===== src/rtl/rr_byte_arbiter_pkg.sv =====
// Shared constants for the two-source round-robin byte arbiter.
// Source tags double as the priority pointer encoding.
package rr_byte_arbiter_pkg;

    localparam int   DATA_WIDTH = 8;
    localparam logic SRC_A      = 1'b0;
    localparam logic SRC_B      = 1'b1;
    localparam int   FIFO_DEPTH = 2;

endpackage


===== src/rtl/rr_byte_arbiter_if.sv =====
// Handshake bundle for the arbiter: two valid/ready sources in, one tagged byte stream out.
// The slave modport is the arbiter's view; master is the view of whatever surrounds it.
interface rr_byte_arbiter_if
    import rr_byte_arbiter_pkg::*;
#(
    parameter int WIDTH = DATA_WIDTH
);

    logic             a_valid;
    logic [WIDTH-1:0] a_data;
    logic             a_ready;
    logic             b_valid;
    logic [WIDTH-1:0] b_data;
    logic             b_ready;
    logic             out_valid;
    logic [WIDTH-1:0] out_data;
    logic             out_src;
    logic             out_ready;
    logic [1:0]       level;

    modport slave (
        input  a_valid, a_data, b_valid, b_data, out_ready,
        output a_ready, b_ready, out_valid, out_data, out_src, level
    );

    modport master (
        output a_valid, a_data, b_valid, b_data, out_ready,
        input  a_ready, b_ready, out_valid, out_data, out_src, level
    );

endinterface


===== src/rtl/rr_byte_arbiter_fifo2_tagged.sv =====
// Two-entry FIFO of {src, data}; entry 0 is always the head, so dout needs no read mux.
// Push into a full FIFO and pop from an empty one are ignored.
module fifo2_tagged
    import rr_byte_arbiter_pkg::*;
#(
    parameter int WIDTH = DATA_WIDTH
) (
    input  logic           clk,
    input  logic           rst_n,
    input  logic           push,
    input  logic           pop,
    input  logic [WIDTH:0] din,
    output logic [WIDTH:0] dout,
    output logic [1:0]     level
);

    logic [WIDTH:0] mem [FIFO_DEPTH];
    logic           do_push;
    logic           do_pop;

    assign do_push = push && (level < 2'(FIFO_DEPTH));
    assign do_pop  = pop && (level != 2'd0);

    // A pop shifts entry 1 forward; a push lands in whichever slot becomes the tail.
    always_ff @(posedge clk or negedge rst_n) begin
        if (!rst_n) begin
            mem[0] <= '0;
            mem[1] <= '0;
            level  <= 2'd0;
        end else begin
            if (do_pop) begin
                mem[0] <= mem[1];
            end
            if (do_push) begin
                if ((level == 2'd0) || (level == 2'd1 && do_pop)) begin
                    mem[0] <= din;
                end else begin
                    mem[1] <= din;
                end
            end
            level <= level + {1'b0, do_push} - {1'b0, do_pop};
        end
    end

    assign dout = mem[0];

endmodule


===== src/rtl/rr_byte_arbiter.sv =====
// Round-robin arbiter between two byte sources feeding a 2-entry tagged output FIFO.
// The priority pointer flips to the losing source on every grant.
module rr_byte_arbiter
    import rr_byte_arbiter_pkg::*;
#(
    parameter int   WIDTH      = DATA_WIDTH,
    parameter logic PRIO_RESET = SRC_A
) (
    input  logic                clk,
    input  logic                rst_n,
    rr_byte_arbiter_if.slave    bus
);

    logic             prio;
    logic             space;
    logic             grant_a;
    logic             grant_b;
    logic [WIDTH-1:0] sel_data;
    logic [WIDTH:0]   head;

    // No pass-through: a full FIFO refuses input even when it pops this cycle.
    assign space   = bus.level < 2'(FIFO_DEPTH);
    assign grant_a = rst_n & space & bus.a_valid & ((prio == SRC_A) | ~bus.b_valid);
    assign grant_b = rst_n & space & bus.b_valid & ((prio == SRC_B) | ~bus.a_valid);

    assign bus.a_ready = grant_a;
    assign bus.b_ready = grant_b;
    assign sel_data    = grant_b ? bus.b_data : bus.a_data;

    always_ff @(posedge clk or negedge rst_n) begin
        if (!rst_n) begin
            prio <= PRIO_RESET;
        end else if (grant_a | grant_b) begin
            prio <= grant_a ? SRC_B : SRC_A;
        end
    end

    fifo2_tagged #(
        .WIDTH (WIDTH)
    ) u_fifo (
        .clk   (clk),
        .rst_n (rst_n),
        .push  (grant_a | grant_b),
        .pop   (bus.out_valid & bus.out_ready),
        .din   ({grant_b, sel_data}),
        .dout  (head),
        .level (bus.level)
    );

    assign bus.out_valid = (bus.level != 2'd0);
    assign bus.out_src   = head[WIDTH];
    assign bus.out_data  = head[WIDTH-1:0];

endmodule


===== src/flat_wrapper.sv =====
// flat-port wrapper written by rule: the top's interface ports become plain ports
module rr_byte_arbiter_flat import rr_byte_arbiter_pkg::*;
#(
    parameter int   WIDTH      = DATA_WIDTH,
    parameter logic PRIO_RESET = SRC_A
)
  (clk, rst_n, bus_a_valid, bus_a_data, bus_b_valid, bus_b_data, bus_out_ready, bus_a_ready, bus_b_ready, bus_out_valid, bus_out_data, bus_out_src, bus_level);
  rr_byte_arbiter_if #(.WIDTH(WIDTH)) bus_i ();
  input  logic clk;
  input  logic rst_n;
  input wire logic [$bits(bus_i.a_valid)-1:0] bus_a_valid;
  input wire logic [$bits(bus_i.a_data)-1:0] bus_a_data;
  input wire logic [$bits(bus_i.b_valid)-1:0] bus_b_valid;
  input wire logic [$bits(bus_i.b_data)-1:0] bus_b_data;
  input wire logic [$bits(bus_i.out_ready)-1:0] bus_out_ready;
  output wire logic [$bits(bus_i.a_ready)-1:0] bus_a_ready;
  output wire logic [$bits(bus_i.b_ready)-1:0] bus_b_ready;
  output wire logic [$bits(bus_i.out_valid)-1:0] bus_out_valid;
  output wire logic [$bits(bus_i.out_data)-1:0] bus_out_data;
  output wire logic [$bits(bus_i.out_src)-1:0] bus_out_src;
  output wire logic [$bits(bus_i.level)-1:0] bus_level;
  assign bus_i.a_valid = bus_a_valid;
  assign bus_i.a_data = bus_a_data;
  assign bus_i.b_valid = bus_b_valid;
  assign bus_i.b_data = bus_b_data;
  assign bus_i.out_ready = bus_out_ready;
  assign bus_a_ready = bus_i.a_ready;
  assign bus_b_ready = bus_i.b_ready;
  assign bus_out_valid = bus_i.out_valid;
  assign bus_out_data = bus_i.out_data;
  assign bus_out_src = bus_i.out_src;
  assign bus_level = bus_i.level;
  rr_byte_arbiter #(.WIDTH(WIDTH), .PRIO_RESET(PRIO_RESET)) u_core (.clk(clk), .rst_n(rst_n), .bus(bus_i));
endmodule

===== config.mk =====
export PLATFORM = sky130hd
export DESIGN_NAME = rr_byte_arbiter_flat
export DESIGN_NICKNAME = d
export VERILOG_FILES = /design/src/rtl/rr_byte_arbiter_pkg.sv /design/src/rtl/rr_byte_arbiter_if.sv /design/src/rtl/rr_byte_arbiter_fifo2_tagged.sv /design/src/rtl/rr_byte_arbiter.sv /design/src/flat_wrapper.sv
export SDC_FILE = /design/constraint.sdc
export NUM_CORES = 1
export LEC_CHECK = 0
export BUFFER_PORTS_ARGS = -buffer_cell sky130_fd_sc_hd__buf_4
export CAP_MARGIN = 20
export CORE_ASPECT_RATIO = 1.1
export CORE_MARGIN = 2
export CORE_UTILIZATION = 30
export CTS_CLUSTER_SIZE = 12
export DETAILED_ROUTE_END_ITERATION = 16
export PLACE_DENSITY = 0.51
export RECOVER_POWER = 100
export SYNTH_ARGS = -nofsm -noshare
export SYNTH_HDL_FRONTEND = slang
export SYNTH_SLANG_ARGS = --single-unit

===== constraint.sdc =====
create_clock -name clk -period 1.6 [get_ports clk]
set_input_delay 0.16 -clock clk [delete_from_list [all_inputs] [get_ports clk]]
set_output_delay 0.16 -clock clk [all_outputs]
set_load 0.05 [all_outputs]

==> out/summary.txt <==
dpl cell area -> 1470 um2
EDFF count, synth -> 0
# IOs -> 35
post-synthesis area per instance -> 11.82 um2
Die ar. -> 4331 um2
asr flop ratio synth -> 1.000
largest net degree at the start of global routing -> 22
flop2flop setup slack -> 0.01 ns
Die Span Y -> 68.83 um
Yosys cell types -> 23
max-cap viol count -> 0
Final Util -> 0.4396
crit path max fanout -> 4
R2R cell count -> 8
Worst R2R End -> u_core.u_fifo.dout[7]$_DFF_PN0_
CTS buffer count -> 3
status -> finished clean
CTS tree -> done
# nets final -> 161
Starting Density -> 0.3136
CTS Root Cell -> clkbuf_8
Clock Skew -> 0.002896 ns
detailed router's first-iteration violation count -> 16
count leader, synth -> mux2i_1
GRT overflow -> 0
Required @ worst endpoint -> 1.44 ns
P per Cell Area -> 1944 nW/um2
prevailing post-synth register cell -> dfrtp_1
Arr. time, crit path -> 1.44 ns
Reg clk slew, reported paths -> 0.08 ns
Core Area -> 3655 um2
Mapped Area -> 1146 um2
synth warn -> 0
Rows -> 23
vias in the first global route -> 828
post-route ant nets -> 0
Pre-antenna DRT Iters -> 4
antenna violations before repair -> 0
Area growth syn-to-layout -> 40.17%
Fmax -> 625.3 MHz
startpoint types -> flip-flop
Skew-Pair Late Insertion Delay -> 0.27 ns
filler instances -> 370
input/output buffers -> 34
Final Hold Viols -> 0
Slew HR -> 0.3498
Die X-Extent -> 62.93 um
Remaining DRCs -> 0
Slew Viols, Final -> 0
Worst VDD drop -> 0.6132 mV
wire per inst -> 13.20 um
hold path start -> bus_b_valid
Worst Tran Pin Value -> 0.9721 ns
Fin Setup TNS -> 0 ns
Area contributors post-synth -> dfrtp_1, mux2i_1, buf_4
Static Leak -> 0.7390 nW
Gate Count Post-Synth -> 97
Setup violations, final -> 0
period utilization -> 0.9995
n_diodes -> 0
hold_ws -> 0.1526 ns
Hold EP -> u_core.prio$_DFFE_PN0P_
Hold Path Cell Cnt -> 2
Crit Reg-Reg Startpoint -> u_core.u_fifo.level[1]$_DFF_PN0_
first-pass GRT wire length -> 3.974 mm
Max clock buf depth -> 2
RSZ-0062 raised after global routing -> yes
critical path type -> reg2out
synth cell count leaders -> mux2i_1, dfrtp_1, a21oi_1, buf_4, nor2_1
H-tree depth -> 1
#FFs+latches synth -> 21
Yosys top cell by area -> dfrtp_1
Setup crit end kind -> output pin
Hold Path Class -> in2reg
syn nets -> 120
sequential fraction of the synthesis area -> 0.4585
drt total wl -> 2.469 mm
vias per std cell -> 4.385
placer's final routability congestion estimate -> 0.6983
GRT Total Usage -> 0.1229
fin area -> 1607 um2
vias -> 820
Tmin final -> 1.599 ns
share of cells above drive strength 1 -> 0.4818
detailed placer's ending HPWL -> 1.751 mm
clock sinks -> 21
Synth top area share -> 0.4585
-- final cells by class --
| type | instances | area [um2] | area share |
|---|---|---|---|
| multi-input combinational | 59 | 579.3 | 0.3606 |
| sequential | 21 | 528.0 | 0.3287 |
| timing repair buffer | 49 | 370.4 | 0.2305 |
| tap | 50 | 62.56 | 0.03894 |
| clock buffer | 3 | 41.29 | 0.02570 |
| inverter | 4 | 20.02 | 0.01246 |
| clock inverter | 1 | 5.005 | 0.003115 |
-- metrics by stage --
stage | total power, mW | cells | setup WS, ns
finish | 3.124 | 187 | 0.0008334
detailed placement | 2.774 | 178 | -0.02891
global placement | 2.729 | 178 | 0.006438
CTS | 3.227 | 185 | -0.006905
global route | 3.318 | 187 | -0.05174
floorplan | 2.422 | 97 | -0.3098
-- routing by layer --
layer	vias up	part of all wire	track usage
met2	21	0.53	0.2207
li1	403	-	-
met1	389	0.40	0.1413
met3	7	0.037	0.01299
met4	0	0.029	0.08333
met5	-	0	0
-- critical path, stage by stage, from the launching register on --
cell	delay, ns
dfrtp_2	0.42
buf_6	0.13
nor2b_4	0.12
buf_6	0.13
nand3_4	0.06
buf_6	0.13
inv_4	0.05
buf_8	0.13
-- placed cells by master (no fill, tap or decap) --
master and count:
or2_4 1, inv_1 1, dfrtp_1 19, xnor2_2 1
clkbuf_1 9, a31oi_1 1, nand3_4 1, inv_2 1
a21oi_1 8, ha_4 2, xnor2_1 1, a21oi_2 3
nor2_1 8, nand2_8 1, inv_4 2, buf_6 7
nand2_2 1, o2111a_2 1, clkinv_2 1, mux2i_2 2
nand2b_1 1, nor2b_4 1, mux2i_4 2, mux2_4 1
buf_8 1, mux2i_1 22, o21ai_2 1, dfrtp_2 2
buf_4 31, clkbuf_8 3, dlygate4sd3_1 1
-- worst max path at each step --
stage / from / end
2_1_floorplan: u_core.u_fifo.level[1]$_DFF_PN0_ / u_core.u_fifo.level[1]$_DFF_PN0_
3_3_place_gp: u_core.u_fifo.level[1]$_DFF_PN0_ / u_core.u_fifo.level[1]$_DFF_PN0_
3_5_place_dp: u_core.u_fifo.level[1]$_DFF_PN0_ / u_core.u_fifo.level[1]$_DFF_PN0_
4_1_cts: u_core.u_fifo.level[1]$_DFF_PN0_ / bus_b_ready
5_1_grt: u_core.u_fifo.level[1]$_DFF_PN0_ / bus_b_ready
6_report: u_core.u_fifo.level[1]$_DFF_PN0_ / bus_b_ready
-- registers in the layout, summed over array words and instances (netlist names) --
name and count:
u_core.u_fifo.mem 9, u_core.u_fifo.dout 9, u_core.u_fifo.level 2, u_core.prio 1
-- repair_timing --
action                                  4_1_cts  5_1_grt
pin swaps                                     2        2
setup buffers                                 2        2
endpoints found under the hold margin        21        0
resized for setup                            13        8
cloned                                        0        0
hold buffers                                  1        0
endpoints found under the setup margin        2       18
-- cells by family (layout without fill, tap and decap cells) --
logic type / Yosys count / in the layout / synth area share
flops: 21 / 21 / 0.4585
xor+xnor: 2 / 2 / 0.01529
compound gates: 14 / 14 / 0.07423
fa+ha+maj: 2 / 2 / 0.02183
buf+inv: 17 / 57 / 0.1092
mux: 27 / 27 / 0.2467
simple gates: 14 / 14 / 0.07423
-- report_power, final --
| group | total [mW] | switching, mW | leakage [nW] | internal [mW] |
|---|---|---|---|---|
| Combinational | 1.80 | 1.12 | 0.472 | 0.688 |
| Sequential | 0.960 | 0.150 | 0.241 | 0.810 |
| Clock | 0.359 | 0.185 | 0.0255 | 0.174 |
Power figures use the tool's default switching activity.
